### config.mk
export PLATFORM = sky130hd
export DESIGN_NAME = dut
export DESIGN_NICKNAME = d
export VERILOG_FILES = /design/src/rtl/dut_pkg.sv /design/src/rtl/dut_data_mem.sv /design/src/rtl/dut.sv
export SDC_FILE = /design/constraint.sdc
export NUM_CORES = 1
export LEC_CHECK = 0
export CORE_AREA = 8 8 45 47
export CTS_CLUSTER_DIAMETER = 120
export DETAILED_ROUTE_END_ITERATION = 8
export DIE_AREA = 0 0 53 55
export PLACE_DENSITY_LB_ADDON = 0.1
export SYNTH_ARGS = -nofsm -noshare
export SYNTH_HDL_FRONTEND = slang
export SYNTH_SLANG_ARGS = --single-unit
### constraint.sdc
create_clock -name clk -period 0.95 [get_ports clk]
set_clock_uncertainty 0.15 [all_clocks]
set_input_delay 0.19 -clock clk [delete_from_list [all_inputs] [get_ports clk]]
set_output_delay 0.19 -clock clk [all_outputs]
set_load 0.01 [all_outputs]
### src/rtl/dut_pkg.sv
// Shared types, address map and widths for the A*B*C product engine.
package dut_pkg;

   localparam int OP_W   = 8;
   localparam int P1_W   = 16;
   localparam int PROD_W = 24;

   localparam logic [7:0] ADDR_A  = 8'd0;
   localparam logic [7:0] ADDR_B  = 8'd1;
   localparam logic [7:0] ADDR_C  = 8'd2;
   localparam logic [7:0] ADDR_P0 = 8'd3;

   typedef enum logic [3:0] {
      IDLE, RD0, RD1, RD2, MUL1, MUL2, WR0, WR1, WR2, DONE
   } state_t;

   // Exact signed 8x8 product; operands are sign-extended before multiplying.
   function automatic logic signed [P1_W-1:0] mul_ab(input logic signed [OP_W-1:0] x,
                                                     input logic signed [OP_W-1:0] y);
      return P1_W'(x) * P1_W'(y);
   endfunction

   // Exact signed 16x8 product; the full range of A*B*C fits in 24 bits.
   function automatic logic signed [PROD_W-1:0] mul_pc(input logic signed [P1_W-1:0] x,
                                                       input logic signed [OP_W-1:0] y);
      return PROD_W'(x) * PROD_W'(y);
   endfunction

endpackage

### src/rtl/dut_data_mem.sv
// 256 x 8 data memory: asynchronous read, synchronous single-byte write, no reset.
module data_mem (
   input  logic       clk,
   input  logic       wr_en,
   input  logic [7:0] addr,
   input  logic [7:0] wr_data,
   output logic [7:0] rd_data
);

   logic [7:0] core [0:255];

   // Write port; a plain always block because software also loads core hierarchically.
   always @(posedge clk) begin
      if (wr_en) core[addr] <= wr_data;
   end

   assign rd_data = core[addr];

endmodule

### src/rtl/dut.sv
// Product engine: reads A, B, C from memory, computes A*B*C, writes 3 result bytes LSB first.
module dut
   import dut_pkg::*;
(
   input  logic clk,
   input  logic reset,
   input  logic start,
   output logic done
);

   state_t                    state_q, state_d;
   logic                      start_q, start_d;
   logic signed [OP_W-1:0]    a_q, a_d;
   logic signed [OP_W-1:0]    b_q, b_d;
   logic signed [OP_W-1:0]    c_q, c_d;
   logic signed [P1_W-1:0]    p1_q, p1_d;
   logic signed [PROD_W-1:0]  p_q, p_d;

   logic       mem_we;
   logic [7:0] mem_addr;
   logic [7:0] mem_wdata;
   logic [7:0] mem_rdata;

   data_mem dm (
      .clk     (clk),
      .wr_en   (mem_we),
      .addr    (mem_addr),
      .wr_data (mem_wdata),
      .rd_data (mem_rdata)
   );

   // State, start history and operand/product registers; start_q resets high so a held-low start runs.
   always_ff @(posedge clk or negedge reset) begin
      if (!reset) begin
         state_q <= IDLE;
         start_q <= 1'b1;
         a_q     <= '0;
         b_q     <= '0;
         c_q     <= '0;
         p1_q    <= '0;
         p_q     <= '0;
      end else begin
         state_q <= state_d;
         start_q <= start_d;
         a_q     <= a_d;
         b_q     <= b_d;
         c_q     <= c_d;
         p1_q    <= p1_d;
         p_q     <= p_d;
      end
   end

   // Sequencer: one memory access or one multiply per state; start falls are only seen in IDLE.
   always_comb begin
      state_d   = state_q;
      start_d   = start;
      a_d       = a_q;
      b_d       = b_q;
      c_d       = c_q;
      p1_d      = p1_q;
      p_d       = p_q;
      mem_we    = 1'b0;
      mem_addr  = ADDR_A;
      mem_wdata = 8'h00;
      case (state_q)
         IDLE: if (start_q && !start) state_d = RD0;
         RD0: begin
            mem_addr = ADDR_A;
            a_d      = $signed(mem_rdata);
            state_d  = RD1;
         end
         RD1: begin
            mem_addr = ADDR_B;
            b_d      = $signed(mem_rdata);
            state_d  = RD2;
         end
         RD2: begin
            mem_addr = ADDR_C;
            c_d      = $signed(mem_rdata);
            state_d  = MUL1;
         end
         MUL1: begin
            p1_d    = mul_ab(a_q, b_q);
            state_d = MUL2;
         end
         MUL2: begin
            p_d     = mul_pc(p1_q, c_q);
            state_d = WR0;
         end
         WR0: begin
            mem_we    = 1'b1;
            mem_addr  = ADDR_P0;
            mem_wdata = p_q[7:0];
            state_d   = WR1;
         end
         WR1: begin
            mem_we    = 1'b1;
            mem_addr  = ADDR_P0 + 8'd1;
            mem_wdata = p_q[15:8];
            state_d   = WR2;
         end
         WR2: begin
            mem_we    = 1'b1;
            mem_addr  = ADDR_P0 + 8'd2;
            mem_wdata = p_q[23:16];
            state_d   = DONE;
         end
         DONE: if (start) state_d = IDLE;
         default: state_d = IDLE;
      endcase
   end

   assign done = (state_q == DONE);

endmodule

### Yosys cells after proc, flatten, opt, wreduce, memory -nomap -nowiden

Cells that the tools add are included.

* bits in registers: 5
* latch bits: 0
* RAM bits: 0
* memory bits (read-only): 0
* output and inout port bits: 1
* logic and storage cells: 20
* memories kept: 0

* add/subtract/negate cells: 0
* multipliers: 0
* div/mod/pow operators: 0
* magnitude comparators: 0
* eq/ne operators: 11
* shift operators: 0
* muxes and demuxes: 3
* bitwise operators: 0
* reduce and logical (&&, ||, !) cells: 4

Operator list (count)
* $pmux W4 S10: 1
* $eq A4 B3 Y1 const B: 4
* $eq A4 B2 Y1 const B: 2
* $eq A4 B4 Y1 const B: 2
* $mux W4: 2
* $eq A4 B1 Y1 const B: 1
* $logic_not A4 Y1: 1
* $ne A2 B2 Y1 const B: 2
* $reduce_and A2 Y1: 1
* $logic_and A1 B1 Y1: 1
* $logic_not A1 Y1: 1

### Longest topological paths before layout

* depth after elaboration: 4
* gate-level depth with buffers: 3
* gate-level depth less buffers: 3

### Worst setup path after synthesis

OpenSTA, ideal clock, no wires.

* path type: reg-to-output
* from: register state_q[1]
* to: output done
* data arrival time: 0.751 ns
* data required time: 0.610 ns
* setup slack: -0.141 ns
* cell stages (with the launch flop): 3
* buffers on the path: 0
* path through: dfrtp_1 nor2_2 and3_2

* longest elaborated chain between the ends: 1

Ends and longest elaborated chain
* start, declared: line dut.sv:11 `state_t state_q, state_d;`
* start signal, assigned: line dut.sv:43 `state_q <= state_d;`
* $eq A4 B4 Y1: line dut.sv:113 `assign done = (state_q == DONE);`
* end, declared: line dut.sv:8 `output logic done`

No other way between the ends.

### Final worst setup path

Ends and elaborated chain as after synthesis.

==> run metrics <==
run status complete, but fails checks; failing checks setup timing; worst skew pair latency 0.24 ns; syn_area_per_cell 10.3 sq um; fraction of layout cells with a size suffix above 1 0.500; drt drc 0; crit-path cells nor2_2 -> and3_4 -> buf_6; DP HPWL 359 um; clk buf depth 2; Post-Synth Simple-Gate Area 0.231; Yosys cell types 14; port bufs 3; Tot GR Track Use 0.0400; final hold vios 0; vias in the first global route 214; Worst-Margin Slew 0.231 ns; clk sinks 5; Worst Path Required 0.61 ns; Die Area 0.00292 sq mm; final max-slew violation count 0; top post-synthesis cells by area dfrtp_1 46%, dfstp_2 12%, nand2b_1 5.8%; setup TNS -0.706 ns; I/O pin cnt 4; commonest non-fill, non-tap cell in the layout buf_4; minimum clock period 1.35 ns; post-synthesis mux area share 0; Worst path top cell family by delay flip-flops; critical path class reg2out; total gr overflow 0; cells after synthesis 21; Core ar. 0.00138 sq mm; Post-Synth XOR/XNOR Area 0.0809; Worst path max stage delay 0.39 ns; CP max stage cell dfrtp_1; unrepaired setup endpoints after global routing true; Power Dens Cells 3250 mW/mm^2; max frequency 741 MHz; WP buf/inv 1; post-route ant nets 0; final-stage net count 38; combinational family with the most area after synthesis simple AND/OR/NAND/NOR gates; register area share after synthesis 0.584; final antenna diode count 0; Clock transition at path regs 0.04 ns; first-pass GRT wire length 786 um; Die H 55 um; max-cap viol count 0; peak supply drop 0.835 mV; period utilisation layout 1.42; post-place setup slack -0.584 ns; crit-path max FO 2; detailed-router iteration count before antenna repair 2; worst hold path class in2async; gpl congestion 0.717; crit path DAT 1.01 ns; htree depth 1; Syn Nets 24; Setup WS post-layout -0.399 ns; Final setup viols 5; initial antenna violation count 0; largest net degree at the start of global routing 6; Synth Warn # 0; mapped cell area 216 sq um; flops & latches, synth 5; Fill cells 156; drt total wl 457 um; Startpoint Class flip-flop; Avg Vias per Cell 3.74; leakage 0.166 nW; Synth Area in Compound Gates 0.0867; Clock Tree Root clkbuf_4; max_slew headroom 0.845; most frequent cells in the layout 5 x buf_4, 4 x dfrtp_1, 3 x clkbuf_4; post-synth top area cell dfrtp_1; CTS Hold Buffers Added 0; CTS buffer count 3; routed len/inst 9.14 um; overall power 1.19 mW; drt first-iter violations 2; Yosys top cell area share 0.462; Adder-Cell Fraction of Synth Area 0; Rows 14; vias 187; CTS tree built; crit end category primary output; Die X 53 um; Initial Utilization 0.156; Area growth syn-to-layout 69.4%
-- final cells by class --
cell class | count | area [sq um] | area share
Tap cell | 16 | 20.0 | 0.0546
Clock buffer | 4 | 26.3 | 0.0717
Timing Repair Buffer | 9 | 80.1 | 0.218
Multi-Input combinational cell | 15 | 110 | 0.300
Inverter | 1 | 3.75 | 0.0102
Sequential cell | 5 | 126 | 0.345
-- cells in the mapped netlist, drive strengths merged --
master,count
a31oi,1
and3,1
dfrtp,4
dfstp,1
inv,1
nand2,3
nand2b,2
nand3,1
nor2,3
o211ai,1
o21ai,1
xnor2,1
xor2,1
-- flip-flops by register name, summed over array words and instances, names as in the netlist --
register	count
state_q	4
start_q	1
-- metal layers --
metal / GRT usage / up-vias / share of wire
met5: 0 / - / 0
li1: - / 96 / -
met2: 0.0684 / 2 / 0.49
met4: 0.0517 / 0 / 0.020
met3: 0.0160 / 2 / 0.042
met1: 0.0307 / 87 / 0.45
-- repair_timing --
| action | in CTS | in global routing |
|---|---|---|
| gates cloned | 0 | 0 |
| pin swaps | 7 | 6 |
| resized for setup | 11 | 2 |
| buffers inserted | 2 | 0 |
| setup endpoints to repair | 5 | 5 |
-- worst register-to-register path, delay by kind of cell (launching register included) --
kind	cells	cell delay, ns
DFF	1	0.36
and+or+nand+nor	1	0.09
buffers and inverters	1	0.16
AOI/OAI and AO/OA	2	0.25
-- path summary, 6_finish.rpt --
path / startpoint / end / slack (ns) / cells after the start
worst max-delay path: state_q[1] / done / -0.40 / 3
worst min-delay path: reset / state_q[1] / 0.02 / 1
worst max register to register: state_q[0] / state_q[0] / -0.15 / 4
worst min register to register: start_q / state_q[0] / 0.40 / 2
max in group asynchronous: reset / start_q / 0.37 / 1
min in group clk: start / start_q / 0.38 / 2
-- metrics by stage --
step           utilization  hold slack, ns  instance area, sq um  instances
2_1_floorplan            -          -0.256                   220         21
3_3_place_gp         0.228           0.292                   315         46
4_1_cts              0.267          0.0337                   369         51
3_5_place_dp         0.228           0.288                   315         46
5_1_grt              0.265          0.0428                   367         50
6_report             0.265          0.0237                   367         50
-- cell families after synthesis --
kind of cell	Yosys count
buf+inv	1
flops	5
compound gates	3
simple gates	10
xor+xnor	2
-- where the power goes --
group          switching, mW  internal (mW)
registers             0.0496          0.305
logic                  0.272          0.323
clock network         0.0824          0.158
(Power assumes the default switching activity.)
==> RTL edit (config.mk and constraints unchanged) <==
Register the output `done`; this adds one clock of latency there.
--- a/src/rtl/dut.sv
+++ b/src/rtl/dut.sv
@@ -111,5 +111,7 @@
    end
 
-   assign done = (state_q == DONE);
+   always_ff @(posedge clk) begin
+      done <= (state_q == DONE);
+   end
 
 endmodule
Formal check against the unedited RTL: not equivalent (Yosys sat finds a counterexample within 10 cycles, from zero or initial values and one cycle with reset low).
==> RTL edit against the original RTL <==
The flow still finishes with violations (setup timing). Sequential cell count is 1 higher. Power down 4.4%. Critical path depth stayed put. Combinational power is 32% lower. Sequential power rose by 30%. Setup slack gained 300 ps. Clock power increased by 14%. Design area fell by 4.1%. Synthesized cell count grew 4.8%. Final cell count down 2.0%. Wire length grew 19%. Area after synthesis is 9.2% higher. Hold slack got worse by 5.7 ps. Highest routed layer unchanged.
==> RTL edit: results (changes against the original RTL) <==
[metrics] DR pass1 iterations: 1 (-1)
[metrics] leakage power figure: 0.149 nW (-10%)
[metrics] slew at the pin closest to its max-slew limit: 263 ps (+32.0 ps)
[metrics] worst-path fanout max: 3 (+1)
[metrics] Met2 Routed Length: 252 µm (+14%)
[metrics] global-route wire length before repair: 821 µm (+4.5%)
[metrics] routability-driven placement congestion ratio: 0.721 (+0.56%)
[metrics] met1 Use GR: 0.0400 (+0.00928)
[metrics] crit path setup slack, layout: -100 ps (+299 ps)
[metrics] worst setup path end: state_q[0]$_DFFE_PN0P_
[metrics] fraction of final layout cells with drive strength greater than 1: 0.485 (-0.0152)
[metrics] number of gates given a new drive strength after cts: 6 (-5)
[metrics] all-layer global routing usage: 0.0434 (+0.00332)
[metrics] Final Routed Wirelength: 543 µm (+19%)
[metrics] placed wire-length estimate: 382 µm (+6.6%)
[metrics] buffer depth of the longest clock path: 2 (unchanged)
[metrics] fraction of met3 tracks used by global routing: 0.0267 (+0.0107)
[metrics] cell area power density: 3240 mW/mm² (-0.31%)
[metrics] post-detailed-placement cell area: 309 µm² (-2.0%)
[metrics] library cells used by synthesis: 15 (+1)
[metrics] clock-pin slew on the worst setup and hold paths: 60 ps (+20 ps)
[metrics] met3 wire len: 49 µm (+160%)
[metrics] shortest period the worst path allows: 1050 ps (-299 ps)
[metrics] synth top area cells: sky130_fd_sc_hd__dfrtp_1, sky130_fd_sc_hd__dfstp_2, sky130_fd_sc_hd__dfxtp_1
[metrics] Synth async-reset ratio: 0.833 (-0.167)
[metrics] outcome: complete, but fails checks
[metrics] setup violation total in the final timing report: 5 (unchanged)
[metrics] number of setup buffers added after CTS: 1 (-1)
[metrics] met2 capacity usage during global routing: 0.0605 (-0.00781)
[metrics] detailed-route via count: 191 (+2.1%)
[metrics] number of global-route vias before repair: 200 (-6.5%)
[metrics] power consumed by combinational cells: 0.403 mW (-32%)
[metrics] sequential area share after synthesis: 0.619 (+0.0352)
[metrics] net count after synthesis: 25 (+4.2%)
[metrics] Final Net Count: 37 (-2.6%)
[metrics] WL met1: 229 µm (+11%)
[metrics] post-placement worst setup slack: -288 ps (+296 ps)
[metrics] data arrival time of the critical path: 1060 ps (+50 ps)
[metrics] violations in the final reports: setup timing
[metrics] cells on worst reg2reg path: 3 (-1)
[metrics] largest registers in the final layout: state_q x4, done x1, start_q x1
[metrics] proportion of power drawn by the clock network: 0.241 (+0.039)
[metrics] peak per-stage delay on the critical path: 410 ps (+20 ps)
==> RTL edit: final cells by class <==
| cell class | count | share of cell area |
|---|---|---|
| sequential | 6 | 0.423 |
| multi-input combinational | 15 | 0.278 |
| timing repair buffer | 7 | 0.157 |
| clock buffer | 4 | 0.0747 |
| tap | 16 | 0.0569 |
| inverter | 1 | 0.0107 |
==> RTL edit: kinds of logic (layout without fill, tap and decap cells) <==
group | Yosys count | after routing | share of synthesized area
simple gates | 10 | 10 | 0.212
flops | 6 | 6 | 0.619
compound gates | 3 | 3 | 0.0794
xor+xnor | 2 | 2 | 0.0741
buf+inv | 1 | 12 | 0.0159
==> RTL edit: metrics by stage <==
stage	utilization	instances	setup TNS [ps]
after global placement	0.223	44	-821
after detailed placement	0.223	44	-876
after CTS	0.247	49	-498
final	0.254	49	-414
after global routing	0.254	49	-610
after floorplan	-	22	-27.0
